[config.mk]
export PLATFORM = sky130hd
export DESIGN_NAME = microwave_cook_controller
export DESIGN_NICKNAME = d
export VERILOG_FILES = /design/src/rtl/microwave_cook_controller.sv
export SDC_FILE = /design/constraint.sdc
export NUM_CORES = 1
export LEC_CHECK = 0
export ABC_AREA = 1
export CAP_MARGIN = 20
export CORE_UTILIZATION = 38
export CTS_CLUSTER_DIAMETER = 60
export CTS_CLUSTER_SIZE = 16
export DETAILED_ROUTE_END_ITERATION = 8
export GPL_TIMING_DRIVEN = 0
export HOLD_SLACK_MARGIN = 0.1
export PLACE_DENSITY_LB_ADDON = 0.2
export SETUP_SLACK_MARGIN = 0.05
export SLEW_MARGIN = 20
export SYNTH_ARGS = -nofsm -noshare
export SYNTH_HDL_FRONTEND = slang
export SYNTH_SLANG_ARGS = --single-unit
[constraint.sdc]
create_clock -name clock -period 2.2 [get_ports clock]
set_clock_uncertainty 0.05 [all_clocks]
set_input_delay 0.33 -clock clock [delete_from_list [all_inputs] [get_ports clock]]
set_output_delay 0.33 -clock clock [all_outputs]
set_load 0.005 [all_outputs]
[src/rtl/microwave_cook_controller.sv]
// ---------------------------------------------------------------------------
// microwave_cook_controller
//
// Sequencing controller for the magnetron path. It collects a four-digit BCD
// cook time (mm:ss) from the keypad, watches the start/stop/clear keys and
// the door, counts the time down, and drives the magnetron enable plus a
// one-cycle completion pulse.
//
// Optional feature: define MICROWAVE_DONE_BEEP_EN to build the completion
// beep counter. Without it, beep is tied to 0.
//
// Ports:
//   clock        in   system clock, rising edge
//   reset        in   asynchronous active-high reset
//   startn       in   start key, active low (debounced, synchronous)
//   stopn        in   stop key, active low (debounced, synchronous)
//   clearn       in   clear key, active low (debounced, synchronous)
//   door_closed  in   1 = door closed
//   key_valid    in   strobe qualifying key_digit
//   key_digit    in   [3:0] keypad digit
//   mag_on       out  magnetron enable (COOKING and door closed)
//   done         out  one-cycle pulse when the countdown completes
//   state        out  [1:0] FSM state: 00 IDLE, 01 COOKING, 10 PAUSED, 11 DONE
//   min_tens, min_ones, sec_tens, sec_ones  out  [3:0] BCD remaining time
//   beep         out  completion beep
//
// Handshake: key_valid is a one-cycle strobe with no back-pressure; a digit
// is consumed on the clock edge where key_valid = 1 if the FSM is in IDLE and
// no higher-priority key event occurs in that cycle, otherwise it is dropped.
// ---------------------------------------------------------------------------
module microwave_cook_controller #(
    parameter int TICKS_PER_SEC = 100,
    parameter int BEEP_CYCLES   = 300
) (
    input  logic       clock,
    input  logic       reset,
    input  logic       startn,
    input  logic       stopn,
    input  logic       clearn,
    input  logic       door_closed,
    input  logic       key_valid,
    input  logic [3:0] key_digit,
    output logic       mag_on,
    output logic       done,
    output logic [1:0] state,
    output logic [3:0] min_tens,
    output logic [3:0] min_ones,
    output logic [3:0] sec_tens,
    output logic [3:0] sec_ones,
    output logic       beep
);

    typedef enum logic [1:0] {
        S_IDLE    = 2'b00,
        S_COOKING = 2'b01,
        S_PAUSED  = 2'b10,
        S_DONE    = 2'b11
    } state_t;

    localparam int PW = $clog2(TICKS_PER_SEC);
    localparam logic [PW-1:0] PRE_MAX = PW'(TICKS_PER_SEC - 1);

    state_t        state_q;
    logic [PW-1:0] pre_q;
    logic          start_q, stop_q, clear_q;

    // Press = registered level was released (1) and current level is low.
    logic start_ev, stop_ev, clear_ev, any_press;
    assign start_ev  = start_q & ~startn;
    assign stop_ev   = stop_q  & ~stopn;
    assign clear_ev  = clear_q & ~clearn;
    assign any_press = start_ev | stop_ev | clear_ev;

    logic time_zero;
    assign time_zero = (min_tens == 4'd0) && (min_ones == 4'd0) &&
                       (sec_tens == 4'd0) && (sec_ones == 4'd0);

    logic tick;
    assign tick = (pre_q == PRE_MAX);

    // Time minus one second, BCD with borrow. Seconds tens borrows to 5.
    logic [3:0] dec_mt, dec_mo, dec_st, dec_so;
    always_comb begin
        dec_mt = min_tens;
        dec_mo = min_ones;
        dec_st = sec_tens;
        dec_so = sec_ones;
        if (sec_ones != 4'd0) begin
            dec_so = sec_ones - 4'd1;
        end else begin
            dec_so = 4'd9;
            if (sec_tens != 4'd0) begin
                dec_st = sec_tens - 4'd1;
            end else begin
                dec_st = 4'd5;
                if (min_ones != 4'd0) begin
                    dec_mo = min_ones - 4'd1;
                end else begin
                    dec_mo = 4'd9;
                    dec_mt = min_tens - 4'd1;
                end
            end
        end
    end

    logic dec_zero;
    assign dec_zero = (dec_mt == 4'd0) && (dec_mo == 4'd0) &&
                      (dec_st == 4'd0) && (dec_so == 4'd0);

    // Entry into DONE: either the countdown reaches zero while cooking
    // undisturbed, or a resume from PAUSED finds the time already at zero
    // (door opened on the final decrement).
    logic go_done;
    assign go_done = (!clear_ev && !stop_ev && door_closed) &&
                     (((state_q == S_COOKING) && tick && dec_zero) ||
                      ((state_q == S_PAUSED) && start_ev && time_zero));

    assign mag_on = (state_q == S_COOKING) && door_closed;
    assign state  = state_q;

    always_ff @(posedge clock or posedge reset) begin
        if (reset) begin
            state_q  <= S_IDLE;
            pre_q    <= '0;
            start_q  <= 1'b1;
            stop_q   <= 1'b1;
            clear_q  <= 1'b1;
            done     <= 1'b0;
            min_tens <= 4'd0;
            min_ones <= 4'd0;
            sec_tens <= 4'd0;
            sec_ones <= 4'd0;
        end else begin
            start_q <= startn;
            stop_q  <= stopn;
            clear_q <= clearn;
            done    <= go_done;
            case (state_q)
                S_IDLE: begin
                    if (clear_ev) begin
                        min_tens <= 4'd0;
                        min_ones <= 4'd0;
                        sec_tens <= 4'd0;
                        sec_ones <= 4'd0;
                    end else if (stop_ev) begin
                        // stop has no action in IDLE but still outranks start/digits
                    end else if (start_ev) begin
                        if (door_closed && !time_zero) begin
                            state_q <= S_COOKING;
                            pre_q   <= '0;
                        end
                    end else if (key_valid && (key_digit <= 4'd9)) begin
                        min_tens <= min_ones;
                        min_ones <= sec_tens;
                        sec_tens <= sec_ones;
                        sec_ones <= key_digit;
                    end
                end
                S_COOKING: begin
                    // The cooking cycle always advances the countdown; the
                    // state decision below only selects where it lands. This
                    // is what lets a door-open on the last tick show 00:00.
                    pre_q <= tick ? '0 : pre_q + PW'(1);
                    if (tick) begin
                        min_tens <= dec_mt;
                        min_ones <= dec_mo;
                        sec_tens <= dec_st;
                        sec_ones <= dec_so;
                    end
                    if (clear_ev) begin
                        state_q  <= S_IDLE;
                        min_tens <= 4'd0;
                        min_ones <= 4'd0;
                        sec_tens <= 4'd0;
                        sec_ones <= 4'd0;
                    end else if (stop_ev || !door_closed) begin
                        state_q <= S_PAUSED;
                    end else if (go_done) begin
                        state_q <= S_DONE;
                    end
                end
                S_PAUSED: begin
                    if (clear_ev) begin
                        state_q  <= S_IDLE;
                        min_tens <= 4'd0;
                        min_ones <= 4'd0;
                        sec_tens <= 4'd0;
                        sec_ones <= 4'd0;
                    end else if (stop_ev) begin
                        state_q <= S_IDLE;
                    end else if (start_ev && door_closed) begin
                        state_q <= time_zero ? S_DONE : S_COOKING;
                    end
                end
                S_DONE: begin
                    if (any_press || !door_closed) begin
                        state_q <= S_IDLE;
                    end
                    if (clear_ev) begin
                        min_tens <= 4'd0;
                        min_ones <= 4'd0;
                        sec_tens <= 4'd0;
                        sec_ones <= 4'd0;
                    end
                end
                default: state_q <= S_IDLE;
            endcase
        end
    end

`ifdef MICROWAVE_DONE_BEEP_EN
    localparam int BW = $clog2(BEEP_CYCLES + 1);

    logic [BW-1:0] beep_cnt;

    // beep_cnt holds the number of high cycles still owed after the current one.
    always_ff @(posedge clock or posedge reset) begin
        if (reset) begin
            beep     <= 1'b0;
            beep_cnt <= '0;
        end else if (go_done) begin
            beep     <= 1'b1;
            beep_cnt <= BW'(BEEP_CYCLES - 1);
        end else if (beep) begin
            if (any_press || !door_closed || (beep_cnt == '0)) begin
                beep <= 1'b0;
            end else begin
                beep_cnt <= beep_cnt - BW'(1);
            end
        end
    end
`else
    assign beep = 1'b0;
`endif

endmodule

# [Word level (Yosys, flattened, before mapping)]
# Index checks and enable logic that the tools add are counted.
[totals] word_cells=138 output_inout_bits=21 reg_bits=29 input_bits=11
[op_classes] eq_ne=16 order_cmp=1 n_reduce_logical=41 n_addsub=5 bitwise_logic=8 mux=57
[ops] op="$mux 4" count=34
[ops] op="$pmux 4 s3" count=4
[ops] op="$mux 7" count=5
[ops] op="$logic_not 4->1" count=8
[ops] op="$mux 2" count=12
[ops] op="$logic_and 1x1->1" count=17
[ops] op="$sub 4x1->4 const B" count=4
[ops] op="$pmux 7 s2" count=1
[ops] op="$ne 3x3->1 const B" count=4
[ops] op="$reduce_bool 4->1" count=3
[ops] op="$ne 2x2->1 const B" count=5
[ops] op="$reduce_and 5->1" count=2
[ops] op="$ne 4x3->1 const B" count=2
[ops] op="$pmux 2 s4" count=1
[ops] op="$add 7x1->7 const B" count=1
[ops] op="$eq 7x7->1 const B" count=1
[ops] op="$reduce_and 7->1" count=1
[ops] op="$eq 2x2->1 const B" count=2
[ops] op="$le 4x4->1 const B" count=1
[ops] op="$logic_not 1->1" count=4
[ops] op="$and 1x1->1" count=3
[ops] op="$logic_or 1x1->1" count=3
[ops] op="$not 1->1" count=3
[ops] op="$eq 2x1->1 const B" count=1
[ops] op="5 further kinds" count=6

# [Logic depth before layout (Yosys ltp)]
# Gate-level depths: netlist of the first run.
[logic_depth] word_depth=15 depth_mapped=14

# [Least setup slack after synthesis of the first run]
# No wires, ideal clock.
[synth_path] kind="reg2reg" from="register pre_q[0]" to="register sec_ones[1]" path_buffers=1 synth_period_minus_slack_ns=1.663 arrival_time_ns=1.486 path_stages_with_launch=10 slack_ns=0.537 t_required_ns=2.022 path_cell_list="dfrtp_1 > ha_1 > nand3_1 > nor2_1 > nor2_1 > o21ai_2 > nand2_4 > inv_2 > buf_6 > a31oi_2"
[synth_between] elab_chain_cells=3
[synth_lines] element="start: declaration" line="64" source="logic [PW-1:0] pre_q;"
[synth_lines] element="start signal: assignment" line="163" source="pre_q <= tick ? '0 : pre_q + PW'(1);"
[synth_lines] element="$eq 7x7->1" line="79" source="assign tick = (pre_q == PRE_MAX);"
[synth_lines] element="$ne 3x3->1 (no source line)"
[synth_lines] element="$reduce_and 5->1 (no source line)"
[synth_lines] element="end signal: assignment" line="156" source="sec_ones <= key_digit;"
[synth_lines] element="end signal: assignment" line="168" source="sec_ones <= dec_so;"
[synth_lines] element="end: declaration" line="49" source="output logic [3:0] sec_ones,"
# Every way passes these cells.
# A chain may end at the register's enable or synchronous reset.

# [Final worst setup path of the first run]
[layout_path] from="register state_q[1] (netlist: state[1])" to="output mag_on"
[layout_between] elab_chain_cells=2
[layout_lines] element="start: declaration" line="63" source="state_t state_q;"
[layout_lines] element="start signal: assignment" line="192" source="state_q <= time_zero ? S_DONE : S_COOKING;"
[layout_lines] element="$eq 2x1->1" line="118" source="assign mag_on = (state_q == S_COOKING) && door_closed;"
[layout_lines] element="$logic_and 1x1->1" line="118"
[layout_lines] element="end: declaration" line="43" source="output logic mag_on,"
# Every way passes these cells.

==> results.md, run 1 <==
* Outcome: completed
* Die Y at ~75 um
* Asr flop ratio synth at 100%
* Proportion of layout cells with a drive suffix above 1 at 16.5%
* Busiest layer in global routing: met2
* Most frequent cells after synthesis: nand2_1, inv_1, nor2_1
* Nets at ~340
* Clock-pin slew on the worst setup and hold paths at approximately 0.070 ns
* Detail Route Antenna Nets at 0
* Post-synth cell types at 35
* Vias in the first global route at between 1500 and 2000
* Die area at 5670 sq um
* Yosys reg bits at 29
* DRT Pass-1 Iters at 4
* R2r worst-path depth at 10
* Fin Setup TNS at 0 ns
* Diode count at 0
* Fin crit share at 91.8%
* Core ar. at just over 5000 sq um
* Mapped Nets at approximately 300
* Fin. max-slew vios at 0
* EDFF count, synth at 0
* Final setup vio count at 0
* Fmax at between 0.4 and 0.5 GHz
* # hold bufs at CTS at 0
* Most numerous cell in the Yosys netlist: nand2_1
* Vias at 1935
* Routed wire length at approximately 5100 um
* Rows at 26
* Critical Path RT at about 1.8 ns
* Worst-Margin Slew at roughly 0.63 ns
* Clock sink count at 29
* Synth Instances at 284
* CTS tree: built
* Power Dens Cells at around 1400 nW/um^2
* Die X at about 75 um
* GRT Total Usage at roughly 20%
* Clk buf depth at 2
* Max_cap viols at 0
* Largest cells by area after synthesis: dfrtp_1, nand2_1, inv_1
* Met3 Track Usage GR at slightly below 4%
* Post-synth top area share at a little under a third
* RSZ-0062 raised after global routing: false
* Final Hold Fails at 0
* Hold Path Class: input pin to async pin
* Routed vias/inst at ~5
* Sequential fraction of the synthesis area at 35.7%
* CP Class: flip-flop to output pin
* Post-Syn Area at 2040 sq um
* I/O Buffers at 30
* Top cell type by total area after synthesis: dfrtp_1
* CP startpoint kind: flip-flop
* Dpl hpwl at 3710 um
* Fin crit period at 2.02 ns
* Leakage power at roughly 1.1 nW
* Max FO, Critical Path at 10
* I/O pin total at 32
* Rel. slew slack at 57.9%
* Largest net degree at the start of global routing at 30
* Initial DRC Count at between 90 and 100
* H-tree levels at 2
* Main synth FF type: dfrtp_1
* Met1 usage at 24.9%
* Post-route DRC at 0
* CTS buffer count at 5
* Root Driver: clkbuf_8
* Initial Utilization at between 30% and 40%
* Synthesis-to-finish area growth at 23.2%
* Max IR drop VDD at approximately 0.74 mV
* Flop2flop setup slack at 0.22 ns
* Fillers at about 540
* WP data arrival at approximately 1.6 ns
* GR met2 Demand/Resource at about 32%
* Fin util at between 40 and 50%
* Critical path endpoint category: output pin
* Routed wire length per instance at 12.9 um
* Worst skew pair latency at about 0.29 ns
* Initial antenna violation count at 0
* Synth warn at 0
* Final GP Congestion at slightly below 0.9
* Global-route wire length before repair at ~8200 um
* Mean Syn Cell Area at roughly 7.2 sq um
* GRT overflow at 0
-- metal layers --
metal | vias to the layer above | wire length (um)
met5 | - | 0
met4 | 0 | 82
met3 | 7 | 194
met2 | 40 | 2330
met1 | 890 | 2460
li1 | 998 | -
-- placed cells by master, fill, tap and decap left out, drive strengths merged --
| cell type | synthesis | routed |
|---|---|---|
| a21oi | 6 | 6 |
| dfstp | 3 | 3 |
| xor2 | 3 | 3 |
| nor2 | 40 | 40 |
| a31oi | 2 | 2 |
| clkbuf | 1 | 7 |
| buf | 4 | 4 |
| inv | 45 | 45 |
| dfrtp | 26 | 26 |
| and2 | 2 | 2 |
| nand4 | 5 | 5 |
| conb | 1 | 1 |
| a22oi | 7 | 7 |
| nand2 | 69 | 69 |
| nand3 | 23 | 23 |
| o31ai | 1 | 1 |
| o32ai | 2 | 2 |
| o21ai | 28 | 28 |
| clkdlybuf4s50 | 0 | 30 |
| ha | 3 | 3 |
| a41o | 1 | 1 |
| nor3b | 1 | 1 |
| clkinv | 1 | 3 |
| nor3 | 5 | 5 |
| o22ai | 5 | 5 |
-- worst max-delay path, stage by stage, from the launching register on --
cell and delay, ns:
dfrtp_2 0.47, inv_2 0.08, nand2_2 0.15, nor2_1 0.14, clkdlybuf4s50_1 0.51
-- worst paths after layout --
kind,from,endpoint
worst max-delay path,state[1],mag_on
worst min-delay path,reset,pre_q[1]
worst max register to register,pre_q[0],min_ones[0]
worst min register to register,pre_q[0],pre_q[0]
max in group asynchronous,reset,state[1]
min in group clock,startn,start_q
-- state kept, by name, summed over array words and instances (netlist names) --
| register | flops |
|---|---|
| min_tens | 4 |
| state | 2 |
| sec_ones | 4 |
| clear_q | 1 |
| pre_q | 7 |
| min_ones | 4 |
| start_q | 1 |
| stop_q | 1 |
| done | 1 |
| sec_tens | 4 |
-- layout make-up --
class	instances	area, sq um	area share, %
Timing Repair Buffer	30	300	11.9
Clock buffer	6	72.6	2.88
Tap cell	70	87.6	3.48
Multi-Input combinational cell	204	1100	43.8
Buffer	5	41.3	1.64
Clock inverter	2	10.0	0.398
Inverter	46	173	6.86
Sequential cell	29	731	29.0
-- metrics by stage --
| step | std cells | hold WS, ns | setup WS [ns] | total power, mW | instance area, sq um |
|---|---|---|---|---|---|
| finish | 392 | 0.384 | 0.179 | 3.58 | 2520 |
| CTS | 392 | 0.406 | 0.139 | 3.60 | 2510 |
| global placement | 384 | 0.440 | 0.125 | 3.14 | 2430 |
| detailed placement | 384 | 0.448 | 0.128 | 3.14 | 2430 |
| global route | 392 | 0.424 | 0.0624 | 3.91 | 2520 |
| floorplan | 284 | 0.284 | 0.537 | 2.49 | 2040 |
-- cell families after synthesis --
logic type      after synthesis  synth area share (%)
simple gates                145                  34.4
compound gates               52                  16.1
buf+inv                      51                  10.5
flops                        29                  35.7
xor+xnor                      3                  1.29
fa+ha+maj                     3                  1.84
other cells                   1                 0.184
-- report_power, final --
group | internal (mW) | switching (mW) | total [mW]
clock network | 0.219 | 0.224 | 0.443
logic | 0.871 | 1.29 | 2.16
registers | 0.728 | 0.250 | 0.979
total | 1.82 | 1.77 | 3.58
-- timing repair --
action                     4_1_cts  5_1_grt
buffers inserted                 0        0
setup endpoints to repair        0        7
resized for setup                0        2
Power figures use the tool's default switching activity.
==> run 2, diff against run 1 <==
clock period = 2.1 ns   (was 2.2 ns; I/O delays follow)
==> run 2 against run 1 <==
Sequential power increased by 4%. Combinational power increased by 6%. Via count decreased by 0.21%. Clock power increased by 4%. Die area unchanged. Setup slack got worse by 0.0087 ns. Count of clock-buffer cells in the layout unchanged. Final area increased by 0.99%.
==> results.md, run 2 (synthesis gave the netlist of run 1 again) <==
* Outcome: completed
* Core ar. at a little over 5000 sq um
* I/O Buffers at 30
* Worst setup margin at around 0.17 ns
* Clock sink count at 29
* Vias in the first global route at about 1800
* Power Dens Cells at around 1500 nW/um^2
* CP startpoint kind: flip-flop
* Nets at between 300 and 400
* Top reg by flops: pre_q
* Rows at 26
* Die area at around 5700 sq um
* Initial antenna violation count at 0
* Worst skew pair latency at around 0.29 ns
* Clk buf depth at 2
* Max_cap viols at 0
* GRT overflow at 0
* CP Class: flip-flop to flip-flop
* DRT Pass-1 Iters at 4
* Fin Setup TNS at 0 ns
* WP data arrival at between 2 and 2.5 ns
* Fin crit period at between 1.5 and 2 ns
* Non-filler cells, final at around 400
* Leakage power at about 1.2 nW
* Global-route wire length before repair at around 8200 um
* I/O pin total at 32
* Largest net degree at the start of global routing at 30
* Final setup vio count at 0
* Fmax at just over 0.5 GHz
* Max IR drop VDD at a little under 0.8 mV
* Max FO, Critical Path at 10
* Die Y at between 70 and 80 um
* Routed wire length at approximately 5100 um
* Commonest non-fill, non-tap cell in the layout: nand2_1
* Placed insts at 384
* Diode count at 0
* Routed wire length per instance at 12.9 um
* Fin. max-slew vios at 0
* Critical Path RT at about 2.3 ns
* Vias at ~1900
* # hold bufs at CTS at 0
* Initial DRC Count at between 80 and 90
* Flop2flop setup slack at ~0.17 ns
* Commonest non-fill, non-tap cells in the layout: nand2_1, inv_1, clkdlybuf4s50_1
* R2r worst-path depth at 10
* Worst setup path endpoint: min_ones[0]
* Routed vias/inst at around 4.9
* H-tree levels at 2
* CTS buffer count at 5
* Fin crit share at roughly nine tenths
* Final Hold Fails at 0
* Synthesis-to-finish area growth at 24.4%
* CTS tree: built
* RR Endpoint: min_ones[0]
* GRT Total Usage at 19.6%
* Proportion of layout cells with a drive suffix above 1 at 17.0%
* RSZ-0062 raised after global routing: false
* Post-route DRC at 0
* Root Driver: clkbuf_8
* Detail Route Antenna Nets at 0
* Die X at 75.3 um
* Max reg flops at 7
* Crit. Startpoint: pre_q[0]
* Total power at between 3 and 4 mW
* Place WS at ~0.043 ns
* Clock-pin slew on the worst setup and hold paths at 0.07 ns
* Rel. slew slack at approximately 58%
* Hold Path Class: input pin to async pin
* Initial Utilization at 39.7%
* Critical path endpoint category: flip-flop
* RR Startpoint: pre_q[0]
* Dpl hpwl at around 3700 um
* Worst-Margin Slew at 0.630 ns
* Final GP Congestion at a little under 0.9
run 2: cell count changes in the layout (fill, tap and decap cells not counted), sizes merged:
cell	delta
buf	+2
run 2: worst min path at each step:
stage,depth (start not counted),endpoint,slack [ns]
detailed placement,1,pre_q[0],0.45
global route,1,start_q,0.41
finish,2,pre_q[1],0.37
CTS,2,pre_q[1],0.39
global placement,2,pre_q[1],0.44
floorplan,0,clear_q,0.27
run 2: per-stage QoR:
stage               util [%]  cell area, sq um  hold slack (ns)
finish                  49.4              2540            0.370
global route            49.4              2540            0.409
CTS                     48.9              2510            0.391
detailed placement      47.3              2430            0.448
global placement        47.3              2430            0.440
floorplan                  -              2040            0.269
run 2: worst max-delay path, cell delays in order (launching register included):
cell and delay [ns]:
dfrtp_1 0.39, ha_1 0.23, nand3_1 0.16, nor2_4 0.17, nor2_1 0.10, o21ai_2 0.18, nand2_4 0.11, inv_2 0.15
buf_6 0.17, nand2_1 0.06, o21ai_1 0.07
run 2: final cells by class:
| type | instances | area (sq um) |
|---|---|---|
| Fill cell | 532 | 2600 |
| Inverter | 46 | 173 |
| Clock buffer | 6 | 72.6 |
| Multi-Input combinational cell | 204 | 1110 |
| Tap cell | 70 | 87.6 |
| Buffer | 5 | 41.3 |
| Clock inverter | 2 | 10.0 |
| Sequential cell | 29 | 731 |
| Timing Repair Buffer | 32 | 315 |
run 2: per-layer routing:
layer	vias to the layer above	part of all wire (%)	GRT usage (%)
li1	1002	-	-
met1	884	48	24.9
met2	38	46	32.2
met3	7	3.9	3.97
met4	0	1.6	8.64
met5	-	0	0
run 2: timing repair:
item                       in CTS  in global routing
buffers inserted                0                  2
setup endpoints to repair       0                 14
gates resized for setup         0                  4
run 2: power breakdown:
part | internal, mW | total, mW | switching [mW]
combinational | 0.931 | 2.30 | 1.37
sequential | 0.763 | 1.02 | 0.257
clock | 0.229 | 0.462 | 0.233
total | 1.92 | 3.79 | 1.86
==> run 3, diff against run 2 <==
CTS_BUF_LIST = sky130_fd_sc_hd__clkbuf_16   (was not set)
GPL_TIMING_DRIVEN = not set   (was 0)
==> run 3 against run 2 <==
Count of clock-buffer cells in the layout down 1. Power rose by 7.0%. Die area did not move. First-iteration DRC count down 13%. Setup slack worse by 0.054 ns. Sequential cell count unchanged. Cell count grew 1.3%. Wire length decreased by 0.16%. Sequential power shrank 4%. Clock power grew 53%.
==> results.md, run 3 (synthesis gave the netlist of run 1 again) <==
* RSZ-0062 raised after global routing: true
* Diode count at 0
* Clock sink count at 29
* Clk buf depth at 2
* Dpl hpwl at roughly 3800 um
* Max IR drop VDD at ~0.82 mV
* Power Dens Cells at ~1500 nW/um^2
* Fmax at just over 0.5 GHz
* Worst skew pair latency at 0.28 ns
* Routed wire length at between 5000 and 6000 um
* Clock-pin slew on the worst setup and hold paths at 0.05 ns
* Max_cap viols at 0
* Fin util at about half
* Fin Setup TNS at 0 ns
* Routed wire length per instance at around 13 um
* I/O Buffers at 30
* R2r worst-path depth at 9
* Fin crit share at between 90% and 100%
* # hold bufs at CTS at 0
* Die area at 5670 sq um
* Synthesis-to-finish area growth at 28.9%
* Commonest non-fill, non-tap cell in the layout: nand2_1
* Leakage power at ~1.2 nW
* Worst setup margin at 0.116 ns
* DRT Pass-1 Iters at 4
* Largest net degree at the start of global routing at 30
* Non-filler cells, final at 399
* DP Area at 2480 sq um
* Die X at about 75 um
* Root Driver: clkbuf_16
* Proportion of layout cells with a drive suffix above 1 at between 10% and 20%
* Commonest non-fill, non-tap cells in the layout: nand2_1, inv_1, clkdlybuf4s50_1
* Global-route wire length before repair at approximately 8400 um
* H-tree levels at 2
* Fin. max-slew vios at 0
* Outcome: completed
* Place WS at 0.0919 ns
* Initial Utilization at 39.7%
* Critical Path RT at 1.74 ns
* CTS tree: built
* Nets at around 340
* Total power at about 4.1 mW
* Die Y at 75.3 um
* Final GP Congestion at between 0.8 and 0.9
* Max FO, Critical Path at 10
* Post-route DRC at 0
* CP startpoint kind: flip-flop
* Fin crit period at about 2 ns
* I/O pin total at 32
* Top reg by flops: pre_q
* Vias in the first global route at 1843
* Rows at 26
* WP data arrival at ~1.6 ns
* Initial DRC Count at 76
* Design Area, Final at approximately 2600 sq um
* Detail Route Antenna Nets at 0
* Critical path endpoint category: output pin
* Max reg flops at 7
* Routed vias/inst at slightly below 5
* GRT overflow at 0
* CP Class: flip-flop to output pin
* GRT Total Usage at about a fifth
* Hold Path Class: input pin to async pin
* CTS buffer count at 5
* Core ar. at roughly 5100 sq um
* Placed insts at just under 400
* Final Hold Fails at 0
* Initial antenna violation count at 0
* Vias at 1971
* Final setup vio count at 0
* Hold Slack at 0.383 ns
run 3: changes by cell type in the layout (fill, tap and decap cells not counted), sizes merged:
cell | before | now
buf | 6 | 12
clkinv | 3 | 1
clkinvlp | 0 | 3
clkbuf | 7 | 5
run 3: cell type report:
type	instances	area, sq um
clock inverters	3	22.5
repair buffers	42	390
flip-flops and latches	29	731
inverters	46	175
multi-input cells	204	1100
clock buffers	5	125
fillers	537	2510
well taps	70	87.6
run 3: where the power goes:
part,internal (mW),switching [mW],leakage (nW)
logic,0.948,1.42,0.758
registers,0.765,0.215,0.373
clock network,0.438,0.268,0.0621
run 3: worst paths after layout:
path                           from          end  slack, ns
min                           reset  sec_ones[3]       0.38
max reg2reg                pre_q[0]  sec_ones[1]       0.23
min reg2reg                pre_q[1]     pre_q[1]       0.46
max in group asynchronous     reset      start_q       1.30
min in group clock           startn      start_q       0.43
max                        state[1]       mag_on       0.12
run 3: critical path, stage by stage (launching register included):
cell             delay, ns
dfrtp_2               0.46
inv_2                 0.08
nand2_2               0.15
nor2_1                0.14
clkdlybuf4s50_1       0.51
run 3: what timing repair did:
action / in CTS / in global routing
hold endpoints to repair: 0 / 0
resized for setup: 0 / 3
endpoints found under the setup margin: 0 / 9
setup buffers: 0 / 0
run 3: routing by layer:
metal | vias to the layer above | track usage [%] | share of wire [%]
li1 | 1012 | - | -
met1 | 902 | 26.2 | 48
met2 | 51 | 33.0 | 45
met3 | 6 | 4.50 | 5.2
met4 | 0 | 8.64 | 1.1
met5 | - | 0 | 0
